## config.mk

```make
export PLATFORM = sky130hd
export DESIGN_NAME = lsu_unit
export DESIGN_NICKNAME = d
export VERILOG_FILES = /design/src/rtl/lsu_unit.sv
export SDC_FILE = /design/constraint.sdc
export NUM_CORES = 1
export LEC_CHECK = 0
export BUFFER_PORTS_ARGS = -buffer_cell sky130_fd_sc_hd__buf_4
export CAP_MARGIN = 40
export CORE_MARGIN = 3
export CORE_UTILIZATION = 45
export DETAILED_ROUTE_END_ITERATION = 8
export PLACE_DENSITY = 0.76
export SLEW_MARGIN = 15
export SYNTH_ARGS = -nofsm -noshare
export SYNTH_HDL_FRONTEND = slang
export SYNTH_SLANG_ARGS = --single-unit
export TNS_END_PERCENT = 20
```

## constraint.sdc

```tcl
create_clock -name clk -period 2 [get_ports clk]
set_input_delay 0.3 -clock clk [delete_from_list [all_inputs] [get_ports clk]]
set_output_delay 0.3 -clock clk [all_outputs]
set_load 0.05 [all_outputs]
```

## src/rtl/lsu_unit.sv

```systemverilog
// Load/store unit: runs one data-memory transaction per start over a req/ack handshake.
// Checks legality up front (misaligned or illegal funct3 never reaches memory), generates
// byte strobes and lane-replicated store data, aligns and extends load data, and aborts a
// request that sees no ack within TIMEOUT cycles.
//
// Ports:
//   clk, areset_n                 clock, asynchronous active-low reset
//   start, is_store, funct3       operation launch (sampled only when idle)
//   addr, store_data              effective address and store source
//   busy, done, err, rdata        status and extended load result
//   mem_req/we/addr/wstrb/wdata   memory request side
//   mem_ack, mem_rdata            memory response side
module lsu_unit #(
  parameter int unsigned TIMEOUT = 16
) (
  input  logic        clk,
  input  logic        areset_n,
  input  logic        start,
  input  logic        is_store,
  input  logic [2:0]  funct3,
  input  logic [31:0] addr,
  input  logic [31:0] store_data,
  output logic        busy,
  output logic        done,
  output logic        err,
  output logic [31:0] rdata,
  output logic        mem_req,
  output logic        mem_we,
  output logic [31:0] mem_addr,
  output logic [3:0]  mem_wstrb,
  output logic [31:0] mem_wdata,
  input  logic        mem_ack,
  input  logic [31:0] mem_rdata
);

  typedef enum logic [1:0] {StIdle, StReq, StResp, StErr} state_e;

  localparam logic [7:0] CntLast = 8'(TIMEOUT - 1);

  state_e      state_q, state_d;
  logic        we_q, we_d;
  logic [2:0]  funct3_q, funct3_d;
  logic [1:0]  off_q, off_d;
  logic [31:0] addr_q, addr_d;
  logic [31:0] wdata_q, wdata_d;
  logic [3:0]  wstrb_q, wstrb_d;
  logic [7:0]  cnt_q, cnt_d;
  logic [31:0] rdata_q, rdata_d;

  logic        legal;
  logic [3:0]  strb;
  logic [31:0] wdata_rep;
  logic [31:0] lane;
  logic [31:0] load_ext;

  // Legality of the incoming request.
  always_comb begin
    legal = 1'b0;
    case (funct3)
      3'b000:  legal = 1'b1;
      3'b001:  legal = ~addr[0];
      3'b010:  legal = (addr[1:0] == 2'b00);
      3'b100:  legal = ~is_store;
      3'b101:  legal = ~is_store & ~addr[0];
      default: legal = 1'b0;
    endcase
  end

  // Strobes and replicated data for the incoming store; loads never assert strobes.
  always_comb begin
    case (funct3[1:0])
      2'b00: begin
        strb      = 4'b0001 << addr[1:0];
        wdata_rep = {4{store_data[7:0]}};
      end
      2'b01: begin
        strb      = 4'b0011 << addr[1:0];
        wdata_rep = {2{store_data[15:0]}};
      end
      default: begin
        strb      = 4'b1111;
        wdata_rep = store_data;
      end
    endcase
    if (!is_store) strb = 4'b0000;
  end

  // Align the addressed lane to bit 0, then extend per the latched width code.
  always_comb begin
    lane = mem_rdata >> {off_q, 3'b000};
    case (funct3_q)
      3'b000:  load_ext = {{24{lane[7]}}, lane[7:0]};
      3'b001:  load_ext = {{16{lane[15]}}, lane[15:0]};
      3'b100:  load_ext = {24'h000000, lane[7:0]};
      3'b101:  load_ext = {16'h0000, lane[15:0]};
      default: load_ext = lane;
    endcase
  end

  always_comb begin
    state_d  = state_q;
    we_d     = we_q;
    funct3_d = funct3_q;
    off_d    = off_q;
    addr_d   = addr_q;
    wdata_d  = wdata_q;
    wstrb_d  = wstrb_q;
    cnt_d    = cnt_q;
    rdata_d  = rdata_q;
    unique case (state_q)
      StIdle: begin
        if (start) begin
          we_d     = is_store;
          funct3_d = funct3;
          off_d    = addr[1:0];
          addr_d   = {addr[31:2], 2'b00};
          wdata_d  = wdata_rep;
          wstrb_d  = strb;
          cnt_d    = 8'd0;
          if (legal) begin
            state_d = StReq;
          end else begin
            state_d = StErr;
            rdata_d = 32'h0;
          end
        end
      end
      StReq: begin
        // Ack is checked first so a same-cycle ack beats the timeout.
        if (mem_ack) begin
          if (!we_q) rdata_d = load_ext;
          state_d = StResp;
        end else if (cnt_q == CntLast) begin
          state_d = StErr;
          rdata_d = 32'h0;
        end else begin
          cnt_d = cnt_q + 8'd1;
        end
      end
      StResp:  state_d = StIdle;
      StErr:   state_d = StIdle;
      default: state_d = StIdle;
    endcase
  end

  always_ff @(posedge clk or negedge areset_n) begin
    if (!areset_n) begin
      state_q  <= StIdle;
      we_q     <= 1'b0;
      funct3_q <= 3'b000;
      off_q    <= 2'b00;
      addr_q   <= 32'h0;
      wdata_q  <= 32'h0;
      wstrb_q  <= 4'b0000;
      cnt_q    <= 8'd0;
      rdata_q  <= 32'h0;
    end else begin
      state_q  <= state_d;
      we_q     <= we_d;
      funct3_q <= funct3_d;
      off_q    <= off_d;
      addr_q   <= addr_d;
      wdata_q  <= wdata_d;
      wstrb_q  <= wstrb_d;
      cnt_q    <= cnt_d;
      rdata_q  <= rdata_d;
    end
  end

  // Outputs decode registered state only.
  assign busy      = (state_q != StIdle);
  assign done      = (state_q == StResp) || (state_q == StErr);
  assign err       = (state_q == StErr);
  assign mem_req   = (state_q == StReq);
  assign mem_we    = we_q & mem_req;
  assign mem_wstrb = mem_req ? wstrb_q : 4'b0000;
  assign mem_addr  = addr_q;
  assign mem_wdata = wdata_q;
  assign rdata     = rdata_q;

endmodule

```

==> results.json <==
{
  "die_width_um": 115,
  "cts_num_sinks": 114,
  "start_util_pct": 46.3,
  "cts_tree": "built",
  "cp-startpoint": "cnt_q[5]$_DFFE_PN0P_",
  "fp.dieH_um": 115,
  "portBuffers": 206,
  "io-pin-count": 209,
  "ir_worst_vdd_v": 0.00109,
  "fmax_ghz": 0.508,
  "fin_util_pct": 67.1,
  "post_synth_main_area_contributors": "dfrtp_1 (54%), nand2_1 (12%), mux2i_1 (7.5%), o21ai_0 (3.7%), a221o_1 (3.0%)",
  "post_drt_wl_per_cell_um": 17.0,
  "gr-usage-all-layers_pct": 23.8,
  "synth.distinct_cells": 47,
  "min-delay-path-class": "input pin to flip-flop",
  "muxShareOfSynthArea_pct": 9.44,
  "period_share_pct": 98.4,
  "setup_viol": 0,
  "grt_antenna_before_repair": 0,
  "ys.flop_type": "dfrtp_1",
  "ys_seq_area_share_pct": 53.7,
  "gp_congestion": 0.854,
  "period_needed_ps": 1970,
  "power.density_mw_per_mm2": 1890,
  "syn_area_mm2": 0.00531,
  "crit_path_end": "rdata[17]$_DFFE_PN0P_",
  "path_max_fanout": 27,
  "report.final.slew_viol_count": 0,
  "slew_headroom_pct": 57.8,
  "critPathKind": "flip-flop to flip-flop",
  "synth_edf_count": 0,
  "worstPathArrival_ps": 2250,
  "hold_viol": 0,
  "maxCapViolCount": 0,
  "clk_latency_ps": 410,
  "synth_top_cell_by_area": "dfrtp_1",
  "mostFrequentLayoutCell": "buf_4",
  "avgViaCountPerCell": 5.35,
  "regToRegSetupSlack_ps": 30,
  "cts.clk_slew.worst_paths_ps": 60,
  "first_global_vias": 4886,
  "crit_path_end_kind": "flip-flop",
  "grt_pass1_wl_um": 24700,
  "grt-ovfl-total": 0,
  "synth_cells": 541,
  "yosysWarnings": 0,
  "via_count": 4856,
  "syn2layout_area_growth_pct": 44.9,
  "die_area_mm2": 0.0131,
  "synth_compound_area_share_pct": 14.2,
  "grt_max_degree": 73,
  "async_flop_share_pct": 100,
  "cts_buffers": 17,
  "fin_nets": 858,
  "antenna_cells": 0,
  "mostFrequentLayoutCells": "buf_4 (225), nand2_1 (162), dfrtp_1 (114)",
  "skew_ps": 9.75,
  "dp_hpwl_um": 11500,
  "outcome": "complete, no violations",
  "drc": 0,
  "clockRootBuffer": "clkbuf_16",
  "r2r-end": "rdata[17]$_DFFE_PN0P_",
  "ff2ff_path_depth": 4,
  "synthAdderAreaFrac_pct": 0.236,
  "num_rows": 39,
  "drt-total-wl_um": 15400,
  "startpoint_type": "flip-flop",
  "htree_levels": 4,
  "synth_top_family_by_area": "simple AND/OR/NAND/NOR gates",
  "worstPathRequired_ps": 2290,
  "drt_pass1_iterations": 5,
  "tightest_slew_ps": 631,
  "setup_tns_ps": 0,
  "leakagePower_uw": 0.00398,
  "syn_area_per_cell_um2": 9.82,
  "ant_nets": 0,
  "ys_ff_latch": 114,
  "drt_iter0_markers": 356,
  "drive_gt1_share_pct": 36.5,
  "synth_xor_area_share_pct": 0.495,
  "r2r-start": "cnt_q[5]$_DFFE_PN0P_",
  "cts_buffer_depth": 2,
  "yosys.area_share.simple_pct": 18.0,
  "synth_top_area_share_pct": 53.7,
  "fillers": 929,
  "core_mm2": 0.0115,
  "rsz0062_at_grt": "true"
}
critical path, stage by stage, from the launching register on:
cell,delay (ps)
dfrtp_1,410
or4_4,540
o21ai_4,170
nand3_4,280
a221o_1,440
cells by family after synthesis:
family                   after synthesis
adder cells (fa/ha/maj)                1
XOR/XNOR                               3
multiplexers                          49
buffers and inverters                 42
other                                  1
flip-flops                           114
AO/OA/AOI/OAI                        109
AND/OR/NAND/NOR                      222
final cells by class:
cell class	instances	area (um^2)	area share, %
multi-input combinational	386	2270	29.5
clock inverter	13	186	2.42
sequential	114	2850	37.0
timing repair buffer	229	1760	22.8
clock buffer	18	429	5.57
tap	143	179	2.32
inverter	5	18.8	0.244
cell usage after synthesis, types with 2 or more instances:
| master | number |
|---|---|
| o211ai_1 | 4 |
| buf_1 | 8 |
| o21ai_0 | 39 |
| mux2_2 | 9 |
| mux2i_1 | 40 |
| xor2_1 | 2 |
| clkbuf_1 | 18 |
| nand2_1 | 163 |
| nor2b_1 | 2 |
| or4_1 | 3 |
| dfrtp_1 | 114 |
| buf_4 | 2 |
| o2bb2ai_1 | 8 |
| a31oi_1 | 2 |
| buf_6 | 4 |
| nor2_1 | 25 |
| a22o_1 | 8 |
| and2_1 | 10 |
| a221o_1 | 16 |
| buf_2 | 4 |
| inv_1 | 5 |
| a21oi_1 | 24 |
| nor3b_2 | 2 |
| nand3_1 | 6 |
through the flow:
stage / total power (uW) / area (um^2) / hold slack (ps) / setup slack, ps / cells
2_1_floorplan: 9020 / 5320 / 4.41 / 198 / 542
3_3_place_gp: 11300 / 7050 / 216 / 73.4 / 875
3_5_place_dp: 11400 / 7050 / 222 / 0.608 / 875
4_1_cts: 14600 / 7670 / 68.9 / 15.1 / 907
5_1_grt: 15300 / 7700 / 71.5 / -33.8 / 908
6_report: 14600 / 7700 / 83.1 / 32.5 / 908
flip-flops by register name, summed over array words and instances, names as in the netlist:
register and count:
rdata 32, wstrb_q 4, funct3_q 3, off_q 2, cnt_q 8, state_q 2, mem_addr 30, mem_wdata 32
we_q 1
worst min-delay path by stage:
| stage | startpoint | end | slack, ps | cells after the start |
|---|---|---|---|---|
| final | addr[17] | mem_addr[17]$_DFFE_PN0P_ | 80 | 3 |
| after floorplan | areset_n | cnt_q[0]$_DFFE_PN0P_ | 4 | 0 |
| after global routing | addr[13] | mem_addr[13]$_DFFE_PN0P_ | 70 | 3 |
| after global placement | areset_n | mem_wdata[10]$_DFFE_PN0P_ | 220 | 1 |
| after detailed placement | areset_n | mem_wdata[25]$_DFFE_PN0P_ | 220 | 1 |
| after CTS | addr[13] | mem_addr[13]$_DFFE_PN0P_ | 70 | 3 |
per-layer routing:
metal / global-route usage (%) / vias to the layer above / share of wire [%]
li1: - / 2285 / -
met1: 30.4 / 2373 / 41
met2: 40.4 / 181 / 51
met3: 4.97 / 17 / 6.8
met4: 8.00 / 0 / 1.3
met5: 0 / - / 0
where the power goes:
part	leakage (uW)	total, uW	internal, uW	switching (uW)
combinational	0.00222	7480	2330	5150
sequential	0.00147	3930	3270	661
clock	0.000288	3150	2080	1070
total	0.00398	14600	7680	6880
timing repair:
item | CTS | global route
buffers inserted | 0 | 1
endpoints found under the setup margin | 0 | 20
hold buffers | 1 | 0
endpoints found under the hold margin | 20 | 0
resized for setup | 0 | 1
No activity file was read; power rests on OpenSTA's default activity.
